**config.mk**
```make
export PLATFORM = sky130hd
export DESIGN_NAME = game_ctrl_flat
export DESIGN_NICKNAME = d
export VERILOG_FILES = /design/src/rtl/game_ctrl_if.sv /design/src/rtl/game_ctrl.sv /design/src/flat_wrapper.sv
export SDC_FILE = /design/constraint.sdc
export NUM_CORES = 1
export LEC_CHECK = 0
export CAP_MARGIN = 0
export CORE_MARGIN = 10
export CORE_UTILIZATION = 50
export CTS_CLUSTER_SIZE = 40
export DETAILED_ROUTE_END_ITERATION = 7
export GPL_TIMING_DRIVEN = 0
export PLACE_DENSITY = 0.67
export REMOVE_ABC_BUFFERS = 1
export SLEW_MARGIN = 30
export SYNTH_ARGS = -nofsm -noshare
export SYNTH_HDL_FRONTEND = slang
export SYNTH_HIERARCHICAL = 1
export SYNTH_SLANG_ARGS = --single-unit
```
**constraint.sdc**
```tcl
create_clock -name clk -period 2.5 [get_ports clk]
set_input_delay 0.25 -clock clk [delete_from_list [all_inputs] [get_ports clk]]
set_output_delay 0.25 -clock clk [all_outputs]
set_load 0.005 [all_outputs]
```
**src/rtl/game_ctrl_if.sv**
```systemverilog
// Button and display bus between the game controller and its environment.
// The slave side is the controller; the master side drives the raw buttons.
interface game_ctrl_if;
  logic       btn_start;
  logic       btn_ok;
  logic       btn_err;
  logic [2:0] state;
  logic [7:0] data;

  modport master (
    output btn_start,
    output btn_ok,
    output btn_err,
    input  state,
    input  data
  );

  modport slave (
    input  btn_start,
    input  btn_ok,
    input  btn_err,
    output state,
    output data
  );
endinterface

```
**src/rtl/game_ctrl.sv**
```systemverilog
// Score/lives game controller feeding the seven-segment driver, with one
// debouncer per raw push-button and a per-turn timeout.

module game_ctrl_deb #(
  parameter int unsigned DEB_CYCLES = 1_000_000
) (
  input  logic clk,
  input  logic rst,
  input  logic btn,
  output logic pulse
);
  localparam int unsigned    CW       = $clog2(DEB_CYCLES + 2);
  localparam logic [CW-1:0]  DEB_LAST = CW'(DEB_CYCLES - 1);
  localparam logic [CW-1:0]  ARM_LAST = CW'(DEB_CYCLES + 1);

  logic          meta;
  logic          sync;
  logic          level;
  logic          armed;
  logic [CW-1:0] cnt;

  // After reset the button must be seen released for DEB_CYCLES+2 samples
  // (two extra cover the cleared synchronizer) before presses are accepted,
  // so a button held across reset release never produces a pulse.
  always_ff @(posedge clk) begin
    if (!rst) begin
      meta  <= 1'b0;
      sync  <= 1'b0;
      level <= 1'b0;
      armed <= 1'b0;
      cnt   <= '0;
      pulse <= 1'b0;
    end else begin
      meta  <= btn;
      sync  <= meta;
      pulse <= 1'b0;
      if (!armed) begin
        if (sync) begin
          cnt <= '0;
        end else if (cnt == ARM_LAST) begin
          armed <= 1'b1;
          cnt   <= '0;
        end else begin
          cnt <= cnt + CW'(1);
        end
      end else if (sync == level) begin
        cnt <= '0;
      end else if (cnt == DEB_LAST) begin
        level <= sync;
        pulse <= sync;
        cnt   <= '0;
      end else begin
        cnt <= cnt + CW'(1);
      end
    end
  end
endmodule

module game_ctrl #(
  parameter int unsigned DEB_CYCLES = 1_000_000,
  parameter int unsigned TIMEOUT    = 300_000_000,
  parameter int unsigned LIVES      = 3,
  parameter int unsigned WIN_SCORE  = 10
) (
  input  logic        clk,
  input  logic        rst,
  game_ctrl_if.slave  gc
);
  localparam logic [3:0]  LIVES_INIT = 4'(LIVES);
  localparam logic [3:0]  WIN_VAL    = 4'(WIN_SCORE);
  localparam logic [31:0] TIMER_LAST = 32'(TIMEOUT - 1);

  typedef enum logic [2:0] {
    S_IDLE = 3'b001,
    S_PLAY = 3'b010,
    S_WIN  = 3'b011,
    S_LOSE = 3'b100
  } state_t;

  state_t      state_q, state_d;
  logic [3:0]  score_q, score_d;
  logic [3:0]  lives_q, lives_d;
  logic [31:0] timer_q, timer_d;
  logic        start_p, ok_p, err_p;
  logic        hit, miss;

  game_ctrl_deb #(.DEB_CYCLES(DEB_CYCLES)) u_deb_start (
    .clk(clk), .rst(rst), .btn(gc.btn_start), .pulse(start_p)
  );
  game_ctrl_deb #(.DEB_CYCLES(DEB_CYCLES)) u_deb_ok (
    .clk(clk), .rst(rst), .btn(gc.btn_ok), .pulse(ok_p)
  );
  game_ctrl_deb #(.DEB_CYCLES(DEB_CYCLES)) u_deb_err (
    .clk(clk), .rst(rst), .btn(gc.btn_err), .pulse(err_p)
  );

  // err beats ok, ok beats a timeout landing in the same cycle
  assign hit  = ok_p & ~err_p;
  assign miss = err_p | (~ok_p & (timer_q == TIMER_LAST));

  // State and game registers
  always_ff @(posedge clk) begin
    if (!rst) begin
      state_q <= S_IDLE;
      score_q <= 4'h0;
      lives_q <= LIVES_INIT;
      timer_q <= 32'd0;
    end else begin
      state_q <= state_d;
      score_q <= score_d;
      lives_q <= lives_d;
      timer_q <= timer_d;
    end
  end

  // Next-state logic
  always_comb begin
    state_d = state_q;
    case (state_q)
      S_IDLE: if (start_p) state_d = S_PLAY;
      S_PLAY: begin
        if (miss && lives_q <= 4'd1) begin
          state_d = S_LOSE;
        end else if (hit && score_q >= WIN_VAL - 4'd1) begin
          state_d = S_WIN;
        end
      end
      S_WIN, S_LOSE: if (start_p) state_d = S_IDLE;
      default: state_d = S_IDLE;
    endcase
  end

  // Score, lives and turn timer updates
  always_comb begin
    score_d = score_q;
    lives_d = lives_q;
    timer_d = timer_q;
    case (state_q)
      S_PLAY: begin
        if (miss) begin
          lives_d = (lives_q != 4'd0) ? lives_q - 4'd1 : 4'd0;
          timer_d = 32'd0;
        end else if (hit) begin
          score_d = (score_q < WIN_VAL) ? score_q + 4'd1 : score_q;
          timer_d = 32'd0;
        end else begin
          timer_d = timer_q + 32'd1;
        end
      end
      S_IDLE, S_WIN, S_LOSE: begin
        if (start_p) begin
          score_d = 4'h0;
          lives_d = LIVES_INIT;
          timer_d = 32'd0;
        end
      end
      default: begin
        score_d = 4'h0;
        lives_d = LIVES_INIT;
        timer_d = 32'd0;
      end
    endcase
  end

  assign gc.state = state_q;
  assign gc.data  = {lives_q, score_q};
endmodule
```
**src/flat_wrapper.sv**
```systemverilog
// flat-port wrapper written by rule: the top's interface ports become plain ports
module game_ctrl_flat 
#(
  parameter int unsigned DEB_CYCLES = 1_000_000,
  parameter int unsigned TIMEOUT    = 300_000_000,
  parameter int unsigned LIVES      = 3,
  parameter int unsigned WIN_SCORE  = 10
)
  (clk, rst, gc_btn_start, gc_btn_ok, gc_btn_err, gc_state, gc_data);
  game_ctrl_if gc_i ();
  input  logic clk;
  input  logic rst;
  input wire logic [$bits(gc_i.btn_start)-1:0] gc_btn_start;
  input wire logic [$bits(gc_i.btn_ok)-1:0] gc_btn_ok;
  input wire logic [$bits(gc_i.btn_err)-1:0] gc_btn_err;
  output wire logic [$bits(gc_i.state)-1:0] gc_state;
  output wire logic [$bits(gc_i.data)-1:0] gc_data;
  assign gc_i.btn_start = gc_btn_start;
  assign gc_i.btn_ok = gc_btn_ok;
  assign gc_i.btn_err = gc_btn_err;
  assign gc_state = gc_i.state;
  assign gc_data = gc_i.data;
  game_ctrl #(.DEB_CYCLES(DEB_CYCLES), .TIMEOUT(TIMEOUT), .LIVES(LIVES), .WIN_SCORE(WIN_SCORE)) u_core (.clk(clk), .rst(rst), .gc(gc_i));
endmodule
```
; Word level (Yosys, flattened, before mapping)
; Index checks and enable logic that the tools add are counted.
[op_classes]
mux = 42
n_lt_le_gt_ge = 3
bitwise = 15
n_eq_ne = 22
n_addsub = 6
reduce_logical = 14
[op_table]
columns = operator, count
row1 = two-way mux 20 bit, 15
row2 = "equality test 20 bit, second input constant", 6
row3 = two-way mux 32 bit, 3
row4 = case mux 32 bit (2 select lines), 1
row5 = "adder 20 x 1 -> 20 bit, second input constant", 3
row6 = "adder 32 x 1 -> 32 bit, second input constant", 1
row7 = "equality test 32 x 29 -> 1 bit, second input constant", 1
row8 = two-way mux 4 bit, 7
row9 = case mux 4 bit (2 select lines), 2
row10 = two-way mux 3 bit, 4
row11 = NOT 1 bit, 12
row12 = AND reduction 3 bit, 4
row13 = OR reduction 4 bit, 3
row14 = two-way mux 1 bit, 9
row15 = case mux 3 bit (3 select lines), 1
row16 = "inequality test 2 bit, second input constant", 4
row17 = "equality test 3 x 2 -> 1 bit, second input constant", 2
row18 = "inequality test 2 x 1 -> 1 bit, second input constant", 3
row19 = "adder 4 x 1 -> 4 bit, second input constant", 1
row20 = "greater-or-equal comparator 4 bit, second input constant", 1
row21 = "less-or-equal comparator 4 x 1 -> 1 bit, second input constant", 1
row22 = "less-than comparator 4 bit, second input constant", 1
row23 = AND reduction 4 bit, 1
row24 = nonzero test 4 bit, 1
row25 = other kinds (11), 15
[totals]
output_inout_bits = 11
elab_cells = 124
in_bits = 5
regBits = 118

; Logic depth before layout (Yosys ltp)
[depth]
word_depth = 6
depth_mapped = 8
mapped_depth_nobuf = 6

; Modules after synthesis
; Netlist, hierarchy kept.
[modules_own_cells]
columns = module, area_per_inst_um2, seq_area_each_um2, instances, cells_each
row1 = game_ctrl_deb (u_core.u_deb_err ...), 1156.1, 500.5, 2, 126
row2 = game_ctrl, 2210.9, 860.8, 1, 257
row3 = game_ctrl_deb (u_core.u_deb_start), 1189.9, 500.5, 1, 128

; Worst setup path after synthesis
; OpenSTA, ideal clock, no wires.
[synth_path]
path_kind = reg2reg
from = register u_core.timer_q[8]
to = register u_core.lives_q[2]
path_stages_with_launch = 6
n_path_buf = 0
period_less_slack_ns = 2.060
t_required_ns = 2.383
slack_ns = 0.440
arrival_time_ns = 1.942
setup_time_ns = 0.117
cell_sequence = dfxtp_1 -> or4b_4 -> nor4_4 -> a21oi_2 -> or4_1 -> a32o_1
[synth_via]
elab_chain_len = 5
[synth_lines]
columns = item, line_no
row1 = start: declaration, game_ctrl.sv:83  ; logic [31:0] timer_q, timer_d;
row2 = start signal: assignment, game_ctrl.sv:112  ; timer_q <= timer_d;
row3 = equality test 32 x 29 -> 1 bit, game_ctrl.sv:99  ; assign miss = err_p | (~ok_p & (timer_q == TIMER_LAST));
row4 = AND 1 bit, game_ctrl.sv:99
row5 = bitwise OR 1 bit, game_ctrl.sv:99
row6 = inequality test 2 x 1 -> 1 bit (no source line), n/a
row7 = AND reduction 2 bit (no source line), n/a
row8 = end signal: assignment, game_ctrl.sv:111  ; lives_q <= lives_d;
row9 = end: declaration, game_ctrl.sv:82  ; logic [3:0] lives_q, lives_d;
; No other way between the ends.
; A chain may end at the register's enable or synchronous reset.

; Worst setup path in the final report
[layout_path]
from = register u_core.u_deb_start.cnt[15]
to = register u_core.u_deb_start.cnt[0]
[layout_via]
elab_chain_len = 4
elab_cells_between_ends = 7
classes_between = 2 x eq/ne / 5 x mux
[layout_lines]
columns = item, line_no
row1 = start: declaration, game_ctrl.sv:20  ; logic [CW-1:0] cnt;
row2 = start signal: assignment, game_ctrl.sv:44  ; cnt <= cnt + CW'(1);
row3 = start signal: assignment, game_ctrl.sv:53  ; cnt <= cnt + CW'(1);
row4 = equality test 20 bit (on tied branches), "game_ctrl.sv:40, game_ctrl.sv:48"
row5 = two-way mux 20 bit (on tied branches), "game_ctrl.sv:40, game_ctrl.sv:48"
row6 = two-way mux 20 bit (on tied branches), "game_ctrl.sv:38, game_ctrl.sv:46"
row7 = two-way mux 20 bit *, game_ctrl.sv:37  ; if (!armed) begin
; Every way passes the cells marked *; elsewhere a longest branch is shown, timed or not.

==> flow_summary.json <==
{
  "regArea_sq_mm": 0.002362,
  "ir_drop_mv": 0.8417,
  "dpl.hpwl_microns": 7911,
  "grt_pass1_wl_microns": 20130,
  "grt_pass1_vias": 4337,
  "whs_ns": 0.4204,
  "dieArea_sq_mm": 0.01610,
  "yosysSeqAreaShare_pct": 41.35,
  "drc": 0,
  "maxCapViolCount": 0,
  "wire_per_inst_microns": 14.80,
  "min-delay-path-class": "input pin to register",
  "numCtsBuffers": 17,
  "final_core_util_pct": 60.83,
  "powerDensity_mw_per_mm2": 719.8,
  "synth_edf_count": 0,
  "cts_tree": "done",
  "numPortBuffers": 15,
  "die_w_microns": 126.9,
  "setup_viol": 0,
  "syn_to_final_growth_pct": 17.46,
  "period_minus_slack_ns": 2.368,
  "ys_ff_latch": 118,
  "synth_top_cell_by_area": "dfxtp_1",
  "synth-main-ff-cell": "dfxtp_1",
  "boundaryPins": 16,
  "firstDrtPassIters": 5,
  "vias": 4749,
  "multi_input_area_sq_mm": 0.003213,
  "cts.clk_slew.worst_paths_ns": 0.05,
  "finalWirelength_microns": 11960,
  "final_common_cell": "dfxtp_1",
  "start_util_pct": 51.79,
  "final_cell_mix": "dfxtp_1, nor2_1, nand3_1",
  "clock_latency_ns": 0.41,
  "timing.final.crit_share_pct": 94.72,
  "syn_area_sq_mm": 0.005713,
  "drv_slew": 0,
  "coreArea_sq_mm": 0.01103,
  "yosysUniqueCellTypes": 62,
  "die_y_microns": 126.9,
  "via_per_inst": 5.877,
  "dp_cells": 774,
  "async_flop_share_pct": 0,
  "p_leak_nw": 2.134,
  "antennaDiodeCount": 0,
  "grt_remaining_overflow": 0,
  "drtIter0Drc": 473,
  "clock_sinks": 118,
  "endpoint_kind": "register",
  "synthesis.instances": 637,
  "final_cells": 808,
  "synth_top_area_share_pct": 41.35,
  "cts_max_level": 4,
  "post_cts_buffers": 0,
  "design_area_sq_mm": 0.006710,
  "ctsHoldBuffers": 0,
  "drive_gt1_share_pct": 10.48,
  "netlist_top_cells_area": "dfxtp_1, xnor2_1, xor2_1",
  "cp.arrival_ns": 2.64,
  "place_congestion": 0.8261,
  "start_kind": "register",
  "antenna_found_initial": 0,
  "status": "completed",
  "ys_warn_count": 6,
  "globalRouteTotalUtil_pct": 14.62,
  "ant_nets": 0,
  "nets": 670,
  "fmax_ghz": 0.4223,
  "dpl-instance-area_sq_mm": 0.005983,
  "finalHoldViolations": 0,
  "clock_skew_ns": 0.005979,
  "critPathKind": "register to register",
  "rows": 38,
  "slew_headroom_pct": 39.53,
  "grt_max_degree": 35,
  "cts_root_buf": "clkbuf_16",
  "tightest_slew_ns": 0.8987,
  "cp.required_ns": 2.77,
  "fillers": 928,
  "cp_max_fo": 10,
  "syn_area_per_cell_sq_um": 8.969,
  "cts_buffer_depth": 2
}
[where the power goes]
part           total (mW)  internal [mW]  switching [mW]  leakage (nW)
Clock                2.76           1.91           0.848         0.325
Sequential           1.92           1.90          0.0229         0.953
Combinational       0.143         0.0523          0.0908         0.856
Total                4.83           3.87           0.962          2.13
[area by class of cell]
cell class                 instances  area share, %
timing repair buffer              22          3.058
multi-input combinational        476          47.88
sequential                       118          35.20
clock buffer                      19          6.750
inverter                          20          1.119
clock inverter                    13          3.375
tap                              140          2.610
[cell usage after synthesis (3+ instances only)]
cell type,number
dfxtp_1,118
nor2_1,46
nand3_1,41
a21oi_1,38
xnor2_1,38
nand2_1,34
nor3_1,30
xor2_1,28
o21ai_0,26
or3_1,23
a22oi_1,20
inv_1,20
nand4_1,17
and3_1,11
nor4_1,11
buf_2,10
ha_1,10
clkbuf_1,9
and2_1,8
and4_1,7
or4_1,7
a22oi_2,6
or4b_1,6
nor2b_1,5
nor4b_1,5
mux2i_1,4
nand2b_1,4
nor4bb_1,4
buf_4,3
nor3b_1,3
o211ai_1,3
o21a_1,3
or4b_4,3
[repair_timing]
action	4_1_cts	5_1_grt
resized for setup	1	1
cloned	0	2
hold endpoints to repair	0	0
endpoints found under the setup margin	20	18
pin swaps	0	2
[cells by family (layout without fill, tap and decap cells)]
| group | Yosys count | in the layout | synth area share [%] |
|---|---|---|---|
| XOR/XNOR | 66 | 66 | 10.12 |
| AND/OR/NAND/NOR | 279 | 279 | 28.38 |
| buffers and inverters | 45 | 74 | 3.657 |
| adder cells (fa/ha/maj) | 10 | 10 | 2.190 |
| AO/OA/AOI/OAI | 114 | 116 | 13.40 |
| multiplexers | 5 | 5 | 0.8980 |
| flip-flops | 118 | 118 | 41.35 |
[metal layers]
metal / track usage, % / vias up / share of wire [%]
met5: 0 / - / 0
met4: 6.631 / 0 / 1.6
met3: 4.207 / 15 / 4.0
met2: 23.21 / 62 / 47
met1: 17.93 / 2291 / 47
li1: - / 2381 / -
[per-stage QoR]
| stage | setup TNS, ns | power [mW] | setup WS [ns] |
|---|---|---|---|
| CTS | 0 | 4.870 | 0.05337 |
| detailed placement | -1.578 | 2.102 | -0.1323 |
| floorplan | -3.847 | 2.040 | -0.1326 |
| finish | 0 | 4.830 | 0.1321 |
| global placement | -44.73 | 2.084 | -0.8036 |
| global route | -0.003686 | 4.974 | -0.002336 |
[critical path: stages (launching register included)]
cell and delay (ns):
dfxtp_1 0.34, or4b_1 0.51, or4_1 0.76, o211ai_2 0.50, a21oi_1 0.12
[flip-flops by register name (all words and copies together), names as in the netlist, 3 cells and up]
signal and count:
u_core/u_deb_err/cnt 20, u_core/score_q 4, u_core/u_deb_ok/cnt 20, u_core/lives_q 4, u_core/timer_q 32, u_core/gc.state 3, u_core/u_deb_start/cnt 20
[worst paths after layout]
check / cells after the start / from / slack (ns) / endpoint
worst max-delay path: 4 / u_core/u_deb_start/cnt[15] / 0.13 / u_core/u_deb_start/cnt[0]
worst min-delay path: 2 / gc_btn_ok / 0.42 / u_core/u_deb_ok/meta
worst max register to register: 4 / u_core/u_deb_start/cnt[15] / 0.13 / u_core/u_deb_start/cnt[0]
worst min register to register: 1 / u_core/u_deb_start/meta / 0.43 / u_core/u_deb_start/sync
No activity file was read; power rests on OpenSTA's default activity.
